**config.mk**
```make
export PLATFORM = sky130hd
export DESIGN_NAME = fir_coeff_ctrl
export DESIGN_NICKNAME = d
export VERILOG_FILES = /design/src/rtl/fir_coeff_ctrl.sv
export SDC_FILE = /design/constraint.sdc
export NUM_CORES = 1
export LEC_CHECK = 0
export ABC_CLOCK_PERIOD_IN_PS = 3580
export BUFFER_PORTS_ARGS = -buffer_cell sky130_fd_sc_hd__buf_2
export CAP_MARGIN = 20
export CORE_MARGIN = 1
export CORE_UTILIZATION = 45
export DETAILED_ROUTE_END_ITERATION = 6
export SLEW_MARGIN = 20
export SYNTH_ARGS = -nofsm -noshare
export SYNTH_HDL_FRONTEND = slang
export SYNTH_SLANG_ARGS = --single-unit
```
**constraint.sdc**
```tcl
create_clock -name clk -period 3.58 [get_ports clk]
set_clock_uncertainty 0.1 [all_clocks]
set_input_delay 0.179 -clock clk [delete_from_list [all_inputs] [get_ports clk]]
set_output_delay 0.179 -clock clk [all_outputs]
set_load 0.02 [all_outputs]
```
**src/rtl/fir_coeff_ctrl.sv**
```systemverilog
// FIR coefficient bank controller: shadow bank written by config, swapped into active bank at a tlast boundary.
// Latency: shadow write and swap land at the edge ending the request/boundary cycle; status outputs registered.
// No backpressure (stream handshake is only snooped); optional readback port under FIR_COEFF_CTRL_READBACK_EN.
module fir_coeff_ctrl #(
    parameter int COEFF_WIDTH = 24,
    parameter int NUM_TAPS    = 15,
    localparam int ADDR_WIDTH = $clog2(NUM_TAPS)
) (
    input  logic                            clk,
    input  logic                            reset_n,
    input  logic                            cfg_wr_en,
    input  logic [ADDR_WIDTH-1:0]           cfg_wr_addr,
    input  logic [COEFF_WIDTH-1:0]          cfg_wr_data,
    input  logic                            cfg_commit,
    input  logic                            cfg_abort,
    output logic                            cfg_busy,
    output logic                            cfg_err,
    output logic                            swap_done,
    input  logic                            s_axis_fir_tvalid,
    input  logic                            s_axis_fir_tready,
    input  logic                            s_axis_fir_tlast,
`ifdef FIR_COEFF_CTRL_READBACK_EN
    input  logic [ADDR_WIDTH-1:0]           cfg_rd_addr,
    output logic [COEFF_WIDTH-1:0]          cfg_rd_data,
`endif
    output logic [NUM_TAPS*COEFF_WIDTH-1:0] coeffs,
    output logic [15:0]                     last_frame_len
);

    typedef enum logic {IDLE, PENDING} state_t;

    state_t                          state, state_nxt;
    logic [NUM_TAPS*COEFF_WIDTH-1:0] shadow;
    logic [15:0]                     beat_cnt;
    logic [15:0]                     beat_cnt_inc;
    logic                            beat, boundary;
    logic                            wr_in_range;
    logic                            shadow_we, err_nxt, swap_nxt;

    assign beat         = s_axis_fir_tvalid & s_axis_fir_tready;
    assign boundary     = beat & s_axis_fir_tlast;
    assign wr_in_range  = (32'(cfg_wr_addr) < NUM_TAPS);
    assign beat_cnt_inc = (beat_cnt == 16'hFFFF) ? 16'hFFFF : beat_cnt + 16'd1;

    always_comb begin
        state_nxt = state;
        shadow_we = 1'b0;
        err_nxt   = 1'b0;
        swap_nxt  = 1'b0;
        case (state)
            IDLE: begin
                if (cfg_wr_en) begin
                    if (wr_in_range) shadow_we = 1'b1;
                    else             err_nxt   = 1'b1;
                end
                if (cfg_commit) state_nxt = PENDING;
            end
            PENDING: begin
                if (cfg_wr_en || cfg_commit) err_nxt = 1'b1;
                // Abort takes priority over a coincident boundary.
                if (cfg_abort) begin
                    state_nxt = IDLE;
                end else if (boundary) begin
                    swap_nxt  = 1'b1;
                    state_nxt = IDLE;
                end
            end
            default: state_nxt = IDLE;
        endcase
    end

    always_ff @(posedge clk or negedge reset_n) begin
        if (!reset_n) begin
            state     <= IDLE;
            cfg_busy  <= 1'b0;
            cfg_err   <= 1'b0;
            swap_done <= 1'b0;
            shadow    <= '0;
            coeffs    <= '0;
        end else begin
            state     <= state_nxt;
            cfg_busy  <= (state_nxt == PENDING);
            cfg_err   <= err_nxt;
            swap_done <= swap_nxt;
            if (shadow_we)
                shadow[32'(cfg_wr_addr)*COEFF_WIDTH +: COEFF_WIDTH] <= cfg_wr_data;
            if (swap_nxt)
                coeffs <= shadow;
        end
    end

    // Frame length tracking runs regardless of commit state.
    always_ff @(posedge clk or negedge reset_n) begin
        if (!reset_n) begin
            beat_cnt       <= 16'd0;
            last_frame_len <= 16'd0;
        end else if (boundary) begin
            beat_cnt       <= 16'd0;
            last_frame_len <= beat_cnt_inc;
        end else if (beat) begin
            beat_cnt       <= beat_cnt_inc;
        end
    end

`ifdef FIR_COEFF_CTRL_READBACK_EN
    always_ff @(posedge clk or negedge reset_n) begin
        if (!reset_n)
            cfg_rd_data <= '0;
        else if (32'(cfg_rd_addr) < NUM_TAPS)
            cfg_rd_data <= coeffs[32'(cfg_rd_addr)*COEFF_WIDTH +: COEFF_WIDTH];
        else
            cfg_rd_data <= '0;
    end
`else
    // Readback path not built.
`endif

endmodule

```
Yosys cells after proc, flatten, opt, wreduce, memory -nomap -nowiden
Cells that the tools add are included.
{ "op_classes": {"add_sub_neg": 2, "n_mul": 1, "n_lt_le_gt_ge": 1, "eq_ne": 1, "shifts": 2, "mux": 18, "n_bitwise": 3, "n_reduce_logical": 2} }
{ "ops": {"columns": ["operator", "n"], "rows": [
  ["$bwmux W360", 1],
  ["$shift A24 B34 Y360 const A", 1],
  ["$shiftx A24 B34 Y360", 1],
  ["$mux W16", 3],
  ["$neg A9 Y34", 1],
  ["$add A16 B1 Y16 const B", 1],
  ["$eq A16 B16 Y1 const B", 1],
  ["$mux W1", 12],
  ["$mul A4 B2 Y6 const B", 1],
  ["$lt A4 B4 Y1 const B", 1],
  ["$pmux W1 S2", 2],
  ["$and A1 B1 Y1", 2],
  ["$reduce_bool A2 Y1", 1],
  ["$logic_or A1 B1 Y1", 1],
  ["$not A1 Y1", 1]
]} }
{ "word_totals": {"reg_bits": 755, "input_bits": 36, "output_inout_bits": 379, "wordCells": 37} }

Logic depth before layout (Yosys ltp)
{ "depth": {"ltp_word": 5, "depth_mapped": 19, "ltp_nobuf": 13} }

Worst setup path after synthesis
No wires, ideal clock.
{ "synth_path": {"kind": "input -> register", "start": "in cfg_wr_addr[2]", "end": "reg shadow[256]", "arrival_time_ns": 3.950, "path_slack_ns": -0.598, "stages": 16, "n_path_buf": 5, "cell_sequence": "clkbuf_1 > clkinv_1 > ha_1 > buf_2 > nand2b_1 > a21o_1 > a21oi_1 > ha_1 > clkbuf_1 > nand3_1 > a2111oi_4 > or2_1 > buf_2 > and3_1 > buf_2 > mux2_1"} }
{ "synth_between": {"elab_chain_len": 4} }
{ "synth_rtl": {"columns": ["element", "line", "text"], "rows": [
  ["start, declared", "12", "input logic [ADDR_WIDTH-1:0] cfg_wr_addr,"],
  ["$mul A4 B2 Y6 / $lt A4 B4 Y1 (equally long branches)", "86, 42", null],
  ["$neg A9 Y34 / $mux W1 (equally long branches)", "86, 53", null],
  ["$shiftx A24 B34 Y360, or another cell as far along", "86", "shadow[32'(cfg_wr_addr)*COEFF_WIDTH +: COEFF_WIDTH] <= cfg_wr_data;"],
  ["$bwmux W360 / $mux W1 (equally long branches)", "86, 50", null],
  ["end signal, assigned by index", "86", null],
  ["end, declared", "33", "logic [NUM_TAPS*COEFF_WIDTH-1:0] shadow;"]
]} }
Several ways; a longest one is shown, not always the timed one.
A chain may end at the register's enable or synchronous reset.

Worst setup path after layout
{ "layout_path": {"start": "in cfg_wr_addr[2]", "end": "reg shadow[8]"} }
The elaborated chain is that of the path after synthesis.

==> flow_summary.toml <==
[global_route]
grt_use_total_pct = 26.7
overflow = 0
grt_max_degree = 94
grt_pass1_vias = 22100
grt_pass1_wl_mm = 142
antenna_found_initial = 9

[placement]
hpwl_mm = 68.7
dpl_worst_slack_ps = -68.3
gp_congestion = 0.966
io_buffers = 414

[final_layout]
finish.utilization_pct = 55.9
nets = 2919
syn_to_final_growth_pct = 22.4
fill_cells = 5873
drive_gt1_share_pct = 45.8
regArea_um2 = 18900
multi_input_area_um2 = 12000

[synthesis]
yosysTopAreaCell = "dfrtp_1"
synth_seq_cells = 755
async_flop_share_pct = 100
synth_top_cell_area_share_pct = 60.0
synth_edf_count = 0
ys_seq_area_share_pct = 60.0
yosysWarnings = 0
synth_fp_nets = 2407
synthCells = 2363
synth-main-ff-cell = "dfrtp_1"
synth_area_per_cell_um2 = 13.3
ys_types = 68
netlist_area_um2 = 31500
synth.area.top_cells = "dfrtp_1 60%, mux2_2 22%, nand2_1 2.2%"

[timing]
final.setup.worst_slack_ps = 409
period_minus_slack_ps = 3170
drv_slew = 0
relSlewSlack_pct = 30.8
hold_ws_ps = 17.7
finalCritPeriodShare_pct = 88.6
timing_hold_violations_final = 0
rsz0062_at_grt = "false"
worstMarginPinSlew_ps = 1030
fmax_ghz = 0.315
final-setup-viol-count = 0

[clock_tree]
root_buffer = "clkbuf_16"
clkLatencyLatePin_ps = 630
post_cts_buffers = 0
clock-sinks = 755
cts_buffers = 81
cts_max_level = 3
cts_tree = "done"
cts.path.max_buffers = 3
cts_hold_buf = 20
ctsResizeCount = 0
clk_pin_slew_worst_paths_ps = 60

[floorplanning]
rows = 96
initial_utilization_pct = 45.7
die_x_um = 267
die_area_um2 = 71100
die_h_um = 267
core-area_um2 = 68900
pin_count = 415

[critical_path]
r2r-end = "beat_cnt[2]$_DFFE_PN0P_"
cp.arrival_ps = 3620
critPathMaxFanout = 8
startpoint_type = "input pin"
cp_common_cell = "buf_4"
critical_path_buf_inv_count = 7
path_cells = "buf_2 > clkinv_4 > buf_4 > ha_1 > buf_4 > and2_1 > a221oi_2 > buf_4 > and2_0 > buf_4 > and3_1 > a22oi_1 > dlygate4sd3_1 > a21oi_1"
worstSetupPathType = "input pin to register"
max_stage_delay_ps = 580
reg2regPathDepth = 9
cp.required_ps = 4030
worstReg2RegStart = "beat_cnt[0]$_DFFE_PN0P_"
reg2reg_slack_ps = 760
critPathCaptureType = "register"
crit_slowest_cell = "dlygate4sd3_1"
cp_top_family = "buffers and inverters"

[routing]
drc = 0
final_antenna_net_count = 0
wire_per_inst_um = 24.4
via_per_inst = 5.58
wirelength_mm = 94.4
firstDrtPassIters = 7
drt-initial-drc-count = 1656
via_count = 21600

[hold_path]
hp-class = "input pin to register"
hold_end = "beat_cnt[8]$_DFFE_PN0P_"
hold_start = "s_axis_fir_tready"
holdPathStages = 3

[pwr]
power_frac_clock_pct = 38.2
power.internal_mw = 16.3
p_switching_mw = 6.34
switching_share_pct = 28.0
leakage_nw = 19.8
power_density_nw_per_um2 = 588
combPwrFrac_pct = 16.5
p_seq_share_pct = 45.3
ir_drop_v = 0.000353

[outcome]
run_status = "finished, final reports clean"

[job]
drv_cap = 0
layer usage:
layer  vias up  track usage [%]  part of all wire (%)
met1     11100             36.0                    43
li1       9639                -                     -
met2       693             43.2                    48
met5         -                0                 0.053
met3       144             5.08                   6.2
met4        10             9.02                   2.8
worst max path at each step:
| stage | start | to | slack (ps) | cells past startpoint |
|---|---|---|---|---|
| final | cfg_wr_addr[2] | shadow[8]$_DFFE_PN0P_ | 410 | 14 |
| after global routing | cfg_wr_addr[1] | shadow[13]$_DFFE_PN0P_ | 250 | 14 |
| after CTS | cfg_wr_addr[1] | shadow[8]$_DFFE_PN0P_ | 480 | 15 |
| after detailed placement | cfg_wr_addr[2] | shadow[143]$_DFFE_PN0P_ | -70 | 11 |
| after global placement | cfg_wr_addr[1] | shadow[269]$_DFFE_PN0P_ | -9 | 14 |
| after floorplan | cfg_wr_addr[2] | shadow[256]$_DFFE_PN0P_ | 3 | 16 |
cell type report:
cell class	instances	share of cell area, %
sequential	755	49.0
clock inverter	33	1.05
antenna	6	0.0390
clock buffer	115	6.24
inverter	39	0.393
multi-input combinational	1430	31.2
tap	931	3.02
timing repair buffer	568	9.08
worst reg2reg max path: stages (launching register included):
cell and delay (ps):
dfrtp_1 440, ha_1 260, nand3_1 220, nor2_1 150
buf_4 160, nand3_1 230, nand2b_1 470, buf_4 320
a31o_2 250, a21oi_1 150
synthesized netlist by cell type (4+ instances only):
library cell and instances:
nand3_1 56, o21ai_0 66, o211ai_1 8, a22o_1 15, and2_1 9, nor2_1 60
a31o_2 9, ha_1 7, xnor2_1 7, o2bb2ai_1 10, clkbuf_1 109, buf_1 11
mux2i_1 9, and3_1 13, buf_2 19, a22oi_1 22, nand2_1 185, o22ai_1 27
nor3_1 8, o31ai_1 48, inv_1 37, nand3_2 7, a211oi_1 4, mux2_2 616
nand4_1 9, mux2_1 13, a21oi_1 64, a31oi_1 22, nor2b_1 15, a21o_1 7
a32oi_1 20, a32o_1 21, nand2b_1 9, or3_1 7, dfrtp_1 755, xor2_1 9
o22a_1 8
cells by family (layout without fill, tap and decap cells):
logic type                 count (synthesis)  count (layout)  synth area share, %
xor gates and xnor gates                  17              17                0.497
AOI/OAI and AO/OA                        377             377                 8.52
buffers and inverters                    178             755                 2.20
muxes                                    638             638                 22.8
other                                      0               6                    0
DFF                                      755             755                 60.0
and+or+nand+nor                          390             390                 5.69
adders and majority gates                  8               8                0.342
metrics by stage:
stage	cells	setup TNS [ps]	power (mW)	instance area (µm²)
after floorplan	2363	0	12.3	31600
after global placement	3702	-70.9	14.0	35500
after detailed placement	3703	-699	14.1	35500
after CTS	3871	0	22.9	38500
after global routing	3874	0	23.6	38500
final	3877	0	22.7	38500
power groups by stage:
stage	clock (mW)	combinational (mW)	sequential, mW
global placement	0	3.66	10.4
detailed placement	0	3.74	10.4
floorplan	0	1.59	10.8
finish	8.65	3.74	10.3
CTS	8.84	3.77	10.3
global route	9.21	4.00	10.4
cells in the final DEF (no fill, tap or decap), drive strengths merged, types with 22 or more instances in the layout:
cell type,n
a21oi,64
a22oi,22
a31oi,22
buf,548
clkbuf,115
dfrtp,755
inv,44
mux2,629
nand2,185
nand3,63
nor2,61
o21ai,68
o22ai,29
o31ai,48
sequential cells by signal, summed over array words and instances, names as in the netlist:
| signal | cells |
|---|---|
| last_frame_len | 16 |
| coeffs | 360 |
| shadow | 360 |
| cfg_err | 1 |
| swap_done | 1 |
| state | 1 |
| beat_cnt | 16 |
No activity file was read; power rests on OpenSTA's default activity.
